**src/rtl/exit_pay_fsm.sv**
```systemverilog
// exit_pay_fsm: exit-lane pay station controller.
// A car presents its ticket, the fee is worked out one hour per cycle,
// bills are collected, and the gate is opened. Unreadable tickets go to
// ERROR. Unpaid tickets are ejected on a payment timeout or when the car
// backs out. Every output is a flop. Each output shows the state and
// balance that take effect on the same clock edge.
module exit_pay_fsm #(
  parameter int unsigned DWIDTH           = 16,
  parameter int unsigned TICKS_PER_SEC    = 100_000_000,
  parameter int unsigned MAX_FEE          = 20,
  parameter int unsigned PAY_TIMEOUT_SEC  = 60,
  parameter int unsigned GATE_TIMEOUT_SEC = 5
) (
  input  logic              clk,
  input  logic              reset,
  input  logic              exit_sensor,
  input  logic              ticket_inserted,
  input  logic              ticket_ok,
  input  logic [DWIDTH-1:0] parking_time_min,
  input  logic              bill_2,
  input  logic              bill_4,
  input  logic              attendant_clear,
  output logic [7:0]        fee_display,
  output logic              exit_gate,
  output logic              thank_you_lamp,
  output logic              see_attendant_lamp,
  output logic              ticket_eject
);

  // ---------------------------------------------------------------------
  // State encoding
  // ---------------------------------------------------------------------
  localparam logic [2:0] IDLE_X      = 3'd0;
  localparam logic [2:0] CALC_FEE    = 3'd1;
  localparam logic [2:0] WAIT_PAY    = 3'd2;
  localparam logic [2:0] X_GATE_OPEN = 3'd3;
  localparam logic [2:0] ERROR       = 3'd4;

  // ---------------------------------------------------------------------
  // Timing constants
  // ---------------------------------------------------------------------
  // The payment timeout at default settings is 6e9 cycles. That does not
  // fit in 32 bits, so all cycle counts are calculated in 64 bits.
  localparam longint unsigned PAY_CYCLES   = 64'(PAY_TIMEOUT_SEC) * 64'(TICKS_PER_SEC);
  localparam longint unsigned GATE_CYCLES  = 64'(GATE_TIMEOUT_SEC) * 64'(TICKS_PER_SEC);
  localparam longint unsigned HALF_CYCLES  = 64'(TICKS_PER_SEC / 2);
  localparam longint unsigned BLINK_CYCLES = 3 * HALF_CYCLES;
  localparam longint unsigned TICK_MAX     = (PAY_CYCLES > GATE_CYCLES) ? PAY_CYCLES
                                                                         : GATE_CYCLES;

  localparam int TW = (TICK_MAX > 1) ? $clog2(TICK_MAX) : 1;
  localparam int BW = (BLINK_CYCLES > 0) ? $clog2(BLINK_CYCLES + 1) : 1;

  // The tick counter starts at 0 when a state is entered. When it reaches
  // *_LAST, that many cycles have been spent in the state.
  localparam logic [TW-1:0] PAY_LAST    = TW'(PAY_CYCLES - 1);
  localparam logic [TW-1:0] GATE_LAST   = TW'(GATE_CYCLES - 1);

  // The blink counter counts down from BLINK_START to 0. The lamp is lit
  // during the top third and the bottom third of that range.
  localparam logic [BW-1:0] BLINK_START = BW'(BLINK_CYCLES);
  localparam logic [BW-1:0] BLINK_HALF  = BW'(HALF_CYCLES);
  localparam logic [BW-1:0] BLINK_TWO_H = BW'(2 * HALF_CYCLES);

  localparam logic [6:0]        MAX_BAL = 7'(MAX_FEE);
  localparam logic [DWIDTH-1:0] HOUR    = DWIDTH'(60);

  // ---------------------------------------------------------------------
  // Registers and their next-state values
  // ---------------------------------------------------------------------
  logic [2:0]        state_q,   state_d;
  logic [6:0]        balance_q, balance_d;
  logic [DWIDTH-1:0] r_q,       r_d;
  logic [TW-1:0]     tick_q,    tick_d;
  logic [BW-1:0]     blink_q,   blink_d;
  logic              sens_q;

  logic [7:0]        fee_q,     fee_d;
  logic              gate_q,    gate_d;
  logic              lamp_q,    lamp_d;
  logic              attend_q,  attend_d;
  logic              eject_q,   eject_d;

  logic              restart_tick;
  logic              sensor_fell;
  logic              bill_any;
  logic [6:0]        bill_amt;

  // A falling edge is detected against last cycle's sensor value.
  assign sensor_fell = sens_q & ~exit_sensor;
  assign bill_any    = bill_2 | bill_4;
  // bill_2 has weight 2 and bill_4 has weight 4. Both together give 6.
  assign bill_amt    = {4'd0, bill_4, bill_2, 1'b0};

  // Converts a balance (0..98) into two BCD digits, with the tens in [7:4].
  function automatic logic [7:0] to_bcd(input logic [6:0] v);
    logic [3:0] tens;
    logic [3:0] ones;
    tens = 4'(v / 7'd10);
    ones = 4'(v % 7'd10);
    return {tens, ones};
  endfunction

  // ---------------------------------------------------------------------
  // Next-state logic for the FSM, the fee remainder and the balance
  // ---------------------------------------------------------------------
  // Computes the next state, the fee iteration, bill handling and the
  // eject pulse.
  always_comb begin
    // NOTE: every variable written in this block gets a default value first.
    // If a path through the case statement skipped an assignment, synthesis
    // would infer a latch to hold the old value.
    state_d      = state_q;
    balance_d    = balance_q;
    r_d          = r_q;
    eject_d      = 1'b0;
    restart_tick = 1'b0;

    case (state_q)
      IDLE_X: begin
        // A ticket with no car in the lane is ignored.
        if (ticket_inserted && exit_sensor) begin
          if (ticket_ok) begin
            r_d       = parking_time_min;
            balance_d = '0;
            state_d   = CALC_FEE;
          end else begin
            state_d   = ERROR;
          end
        end
      end

      CALC_FEE: begin
        // Each cycle charges one started hour, until the time is used up or
        // the cap is reached. MAX_FEE is even, so the balance reaches the
        // cap exactly.
        if ((r_q != '0) && (balance_q < MAX_BAL)) begin
          r_d       = (r_q > HOUR) ? (r_q - HOUR) : '0;
          balance_d = balance_q + 7'd2;
        end else if (balance_q == '0) begin
          state_d   = X_GATE_OPEN;
        end else begin
          state_d   = WAIT_PAY;
        end
      end

      WAIT_PAY: begin
        if (balance_q == '0) begin
          // The balance reached zero last cycle, so the gate opens now.
          state_d = X_GATE_OPEN;
        end else if (sensor_fell || ((tick_q == PAY_LAST) && !bill_any)) begin
          // The car left or the customer stopped paying: give the ticket back.
          eject_d   = 1'b1;
          balance_d = '0;
          state_d   = IDLE_X;
        end else if (bill_any) begin
          // Overpayment is kept; the balance saturates at zero.
          balance_d    = (balance_q > bill_amt) ? (balance_q - bill_amt) : '0;
          restart_tick = 1'b1;
        end
      end

      X_GATE_OPEN: begin
        // The gate closes when the car passes or when the timeout expires,
        // whichever happens first.
        if (sensor_fell || (tick_q == GATE_LAST)) begin
          state_d = IDLE_X;
        end
      end

      ERROR: begin
        if (attendant_clear) begin
          state_d = IDLE_X;
        end
      end

      default: begin
        state_d = IDLE_X;
      end
    endcase
  end

  // ---------------------------------------------------------------------
  // Shared tick counter and the independent blink counter
  // ---------------------------------------------------------------------
  // The tick counter restarts on every state change and on each accepted
  // bill. The blink counter is reloaded when X_GATE_OPEN is entered and then
  // counts down to zero, even after the state has moved on.
  always_comb begin
    if ((state_d != state_q) || restart_tick) begin
      tick_d = '0;
    end else begin
      tick_d = tick_q + TW'(1);
    end

    if ((state_d == X_GATE_OPEN) && (state_q != X_GATE_OPEN)) begin
      blink_d = BLINK_START;
    end else if (blink_q != '0) begin
      blink_d = blink_q - BW'(1);
    end else begin
      blink_d = '0;
    end
  end

  // ---------------------------------------------------------------------
  // Output decode from the next-state values
  // ---------------------------------------------------------------------
  // Computes the output values that the output flops will load, so each
  // output changes on the same edge as the state it reflects.
  always_comb begin
    fee_d    = ((state_d == CALC_FEE) || (state_d == WAIT_PAY)) ? to_bcd(balance_d)
                                                                : 8'h00;
    gate_d   = (state_d == X_GATE_OPEN);
    attend_d = (state_d == ERROR);
    // Lit for the first half second, dark for the second, lit for the third.
    lamp_d   = (blink_d > BLINK_TWO_H) || ((blink_d != '0) && (blink_d <= BLINK_HALF));
  end

  // ---------------------------------------------------------------------
  // State and datapath registers
  // ---------------------------------------------------------------------
  // Holds the FSM state, the balance, the fee remainder, both timers and the
  // delayed sensor sample.
  always_ff @(posedge clk) begin
    // NOTE: this design has no memory arrays. Every flop is a control or
    // datapath register, so every flop is cleared by reset. Reset is checked
    // before any other input, so it takes priority over all of them.
    if (reset) begin
      state_q   <= IDLE_X;
      balance_q <= '0;
      r_q       <= '0;
      tick_q    <= '0;
      blink_q   <= '0;
      sens_q    <= 1'b0;
    end else begin
      // NOTE: sequential state uses non-blocking assignments. All flops
      // sample their _d values from before the edge, so the order of these
      // statements does not matter.
      state_q   <= state_d;
      balance_q <= balance_d;
      r_q       <= r_d;
      tick_q    <= tick_d;
      blink_q   <= blink_d;
      sens_q    <= exit_sensor;
    end
  end

  // ---------------------------------------------------------------------
  // Output registers
  // ---------------------------------------------------------------------
  // Output flops. Reset drives every output to 0 on the next edge.
  always_ff @(posedge clk) begin
    if (reset) begin
      fee_q    <= 8'h00;
      gate_q   <= 1'b0;
      lamp_q   <= 1'b0;
      attend_q <= 1'b0;
      eject_q  <= 1'b0;
    end else begin
      fee_q    <= fee_d;
      gate_q   <= gate_d;
      lamp_q   <= lamp_d;
      attend_q <= attend_d;
      eject_q  <= eject_d;
    end
  end

  assign fee_display        = fee_q;
  assign exit_gate          = gate_q;
  assign thank_you_lamp     = lamp_q;
  assign see_attendant_lamp = attend_q;
  assign ticket_eject       = eject_q;

endmodule
```
**config.mk**
```make
export PLATFORM = sky130hd
export DESIGN_NAME = exit_pay_fsm
export DESIGN_NICKNAME = d
export VERILOG_FILES = /design/src/rtl/exit_pay_fsm.sv
export SDC_FILE = /design/constraint.sdc
export NUM_CORES = 1
export LEC_CHECK = 0
export CORE_MARGIN = 5
export CORE_UTILIZATION = 54
export CTS_CLUSTER_DIAMETER = 150
export DETAILED_ROUTE_END_ITERATION = 8
export GPL_TIMING_DRIVEN = 0
export MAX_ROUTING_LAYER = met4
export PLACE_DENSITY = 0.76
export SYNTH_ARGS = -nofsm -noshare
export SYNTH_HDL_FRONTEND = slang
export SYNTH_SLANG_ARGS = --single-unit
```
**constraint.sdc**
```tcl
create_clock -name clk -period 4.2 [get_ports clk]
set_input_delay 0.42 -clock clk [delete_from_list [all_inputs] [get_ports clk]]
set_output_delay 0.42 -clock clk [all_outputs]
set_load 0.02 [all_outputs]
```
==> metrics.yaml <==
run_status:
  status: "completed"
layout:
  syn_to_final_growth_pct: 15.5
  final_cell_area_um2: 6780
  final_core_util_pct: 63.1
  antenna_cells: 0
  fin_nets: 834
  drive_above_1_share_pct: 8.93
clock_network:
  cts-buffers-inserted: 9
  h-tree-depth: 3
  clkTransAtPathRegs_ps: 100
  clk_path_buf_depth: 2
  postCtsHoldBufs: 0
  clock-sinks: 100
  insertion_delay_ps: 390
  cts_tree: "yes"
  root_buffer: "clkbuf_8"
sta:
  tns_ps: 0
  maxSlewViolCount: 0
  setup_viol: 0
  fmax_ghz: 0.245
  fin_crit_ps: 4080
  hold_violations: 0
  final.period_utilization_pct: 97.1
  timing.hold.ws_ps: 437
  layout_setup_ws_ps: 121
  skew_ps: 11.3
  worstMarginPinSlew_ps: 919
  timing.slew.headroom_pct: 38.2
placement:
  dp_hpwl_mm: 10.8
  dpl-instance-area_um2: 6380
  post-place-ws_ps: -910
  gp_congestion: 0.955
  portBuffers: 34
worst_setup_path:
  worst_path_largest_cell_delay_ps: 380
  startpoint_type: "register"
  required_ps: 4490
  cpMostUsedCell: "buf_6"
  critPathCaptureType: "register"
  worstPathCellList: "inv_1 -> ha_1 -> fa_2 -> o21ai_4 -> o311ai_4 -> a21boi_2 -> and2_4 -> buf_6 -> a31oi_4 -> buf_6 -> nor3b_1 -> a221oi_1 -> o31a_1 -> ha_2 -> o21ai_2 -> o21a_1 -> or3_1 -> a221o_1 -> o211a_1"
  regToRegSetupSlack_ps: 120
  arrival_ps: 4370
  cp_num_buf_inv: 3
  worstSetupPathType: "register to register"
  cp_max_fo: 8
  cp_top_family: "compound AO/OA/AOI/OAI gates"
  crit_slowest_cell: "dfxtp_4"
synthesis:
  ys_seq_area_share_pct: 34.1
  avgSynthCellArea_um2: 7.85
  ys_warn_count: 0
  synth_cell_types: 76
  syn_area_um2: 5870
  ys_async_sr_fraction_pct: 0
  synth-edff-count: 0
  ys_ff_latch: 100
  synth_flop_cell: "dfxtp_1"
  syn_inst: 748
  synth_nets: 781
route:
  vias_per_cell: 6.01
  drc_errors: 0
  dr.pass1.iters: 5
  drt_wl_total_mm: 14.9
  vias: 5684
  routedWlPerCell_um: 15.8
  postRouteAntennaNets: 0
  drt_iter0_markers: 562
pwr:
  clkPwrFrac_pct: 12.5
  p_leak_nw: 2.49
  power_frac_comb_pct: 58.8
  ir_drop_mv: 0.494
  internal_power_mw: 2.47
  power_frac_seq_pct: 28.7
  power.switching_mw: 2.31
  netSwitchingFraction_pct: 48.3
  power_density_nw_per_um2: 705
global_routing:
  grt_use_met2_pct: 37.6
  grt_start_max_net_pins: 18
  use_met3_pct: 5.87
  grt_use_met1_pct: 30.0
  gr-total-overflow: 0
  grt-busiest-layer: "met2"
  grt_pass1_wl_mm: 24.6
  gr-usage-all-layers_pct: 23.6
  antenna_found_initial: 0
  grt_pass1_vias: 5331
die:
  die_h_um: 114
  dieArea_um2: 13100
  dieWidth_um: 114
  start_util_pct: 54.6
  num_io_pins: 36
  row_count: 38
  fp.coreArea_um2: 10700
hold_path:
  hp-class: "register to register"
job:
  max-cap-violations: 0
-- kinds of logic after synthesis --
group           Yosys count  share of synthesized area [%]
compound gates          149                           17.7
xor+xnor                 51                           7.61
fa+ha+maj                 9                           2.05
buf+inv                  59                           4.24
flops                   100                           34.1
mux                       6                           1.07
simple gates            374                           33.2
-- synth_stat cells (5+ instances only) --
| cell type | instances | area (um^2) |
|---|---|---|
| nor2_1 | 114 | 428 |
| dfxtp_1 | 100 | 2000 |
| nand2_1 | 59 | 221 |
| xor2_1 | 36 | 315 |
| nor3_1 | 34 | 170 |
| a21oi_1 | 32 | 160 |
| clkbuf_1 | 30 | 113 |
| o21ai_0 | 30 | 150 |
| nand3_1 | 27 | 135 |
| inv_1 | 21 | 78.8 |
| nor4_1 | 21 | 131 |
| nand2b_1 | 15 | 93.8 |
| or3_1 | 15 | 93.8 |
| xnor2_1 | 15 | 131 |
| and3_1 | 14 | 87.6 |
| nor2b_1 | 14 | 87.6 |
| a22oi_1 | 10 | 75.1 |
| nand4_1 | 9 | 56.3 |
| ha_1 | 8 | 100 |
| or4_1 | 8 | 60.1 |
| a211oi_1 | 7 | 52.6 |
| and2_1 | 7 | 43.8 |
| o211ai_1 | 7 | 52.6 |
| a31oi_1 | 5 | 31.3 |
| and4_1 | 5 | 43.8 |
| nor3b_1 | 5 | 37.5 |
| o21ai_1 | 5 | 25.0 |
| o2bb2ai_1 | 5 | 43.8 |
-- metrics by stage --
step | total power, mW | cells
6_report | 4.78 | 946
5_1_grt | 5.16 | 946
4_1_cts | 4.72 | 940
3_5_place_dp | 4.07 | 922
3_3_place_gp | 3.99 | 922
2_1_floorplan | 3.43 | 748
-- cell usage in the layout (no fill, tap or decap), types with 5 or more instances in the layout --
cell,count
nor2_1,114
buf_6,5
inv_1,21
or4_1,8
clkbuf_1,27
nand4_1,9
xnor2_1,15
nor3b_1,5
buf_4,11
nor3_1,33
xor2_1,36
o2bb2ai_1,5
and3_1,14
a31oi_1,5
o211ai_1,7
nand3_1,26
and2_1,6
ha_1,6
nand2_1,59
clkbuf_8,10
a211oi_1,6
nand2b_1,15
nor4_2,5
clkdlybuf4s50_1,32
or3_1,15
dfxtp_1,97
o21ai_0,30
nor2b_1,14
a21oi_1,32
a22oi_1,10
nor4_1,19
-- cell type report --
cell class,count,area [um^2]
fill,975,3970
multi-input combinational,589,3740
sequential,100,2010
timing repair buffer,43,405
buffer,36,183
tap,140,175
clock buffer,10,138
inverter,22,82.6
clock inverter,6,47.5
-- what timing repair did --
item / CTS / global route
hold endpoints to repair: 0 / 0
buffers inserted: 2 / 7
pin swaps: 1 / 6
gates resized for setup: 19 / 25
endpoints found under the setup margin: 1 / 1
-- path summary, 6_finish.rpt --
path                startpoint        endpoint  depth (start not counted)
setup / recovery  balance_q[1]  fee_display[2]                         19
hold / removal       tick_q[0]       tick_q[0]                          1
setup reg to reg  balance_q[1]  fee_display[2]                         19
hold reg to reg      tick_q[0]       tick_q[0]                          1
-- routing by layer --
metal,wire length (um),up-vias
met5,0,-
met4,168,0
met3,802,15
met2,7200,161
met1,6740,2696
li1,-,2812
-- state kept, by name (all words and copies together) (netlist names) --
register	cells
r_q	16
see_attendant_lamp	1
ticket_eject	1
sens_q	1
balance_q	7
fee_display	8
exit_gate	1
thank_you_lamp	1
blink_q	28
state_q	3
tick_q	33
-- worst reg2reg max path: stages (launching register included) --
cell and delay [ps]:
dfxtp_4 380, inv_1 60, ha_1 200, fa_2 360, o21ai_4 100, o311ai_4 130
a21boi_2 240, and2_4 180, buf_6 140, a31oi_4 140, buf_6 160, nor3b_1 130
a221oi_1 290, o31a_1 250, ha_2 210, o21ai_2 70, o21a_1 180, or3_1 350
a221o_1 300, o211a_1 120
-- power groups by stage --
stage	clock network, mW	registers, mW	logic (mW)
after detailed placement	0	1.38	2.69
after global placement	0	1.37	2.62
after global routing	0.653	1.40	3.10
after CTS	0.617	1.36	2.74
after floorplan	0	1.34	2.08
final	0.597	1.37	2.81
(Power assumes the default switching activity.)
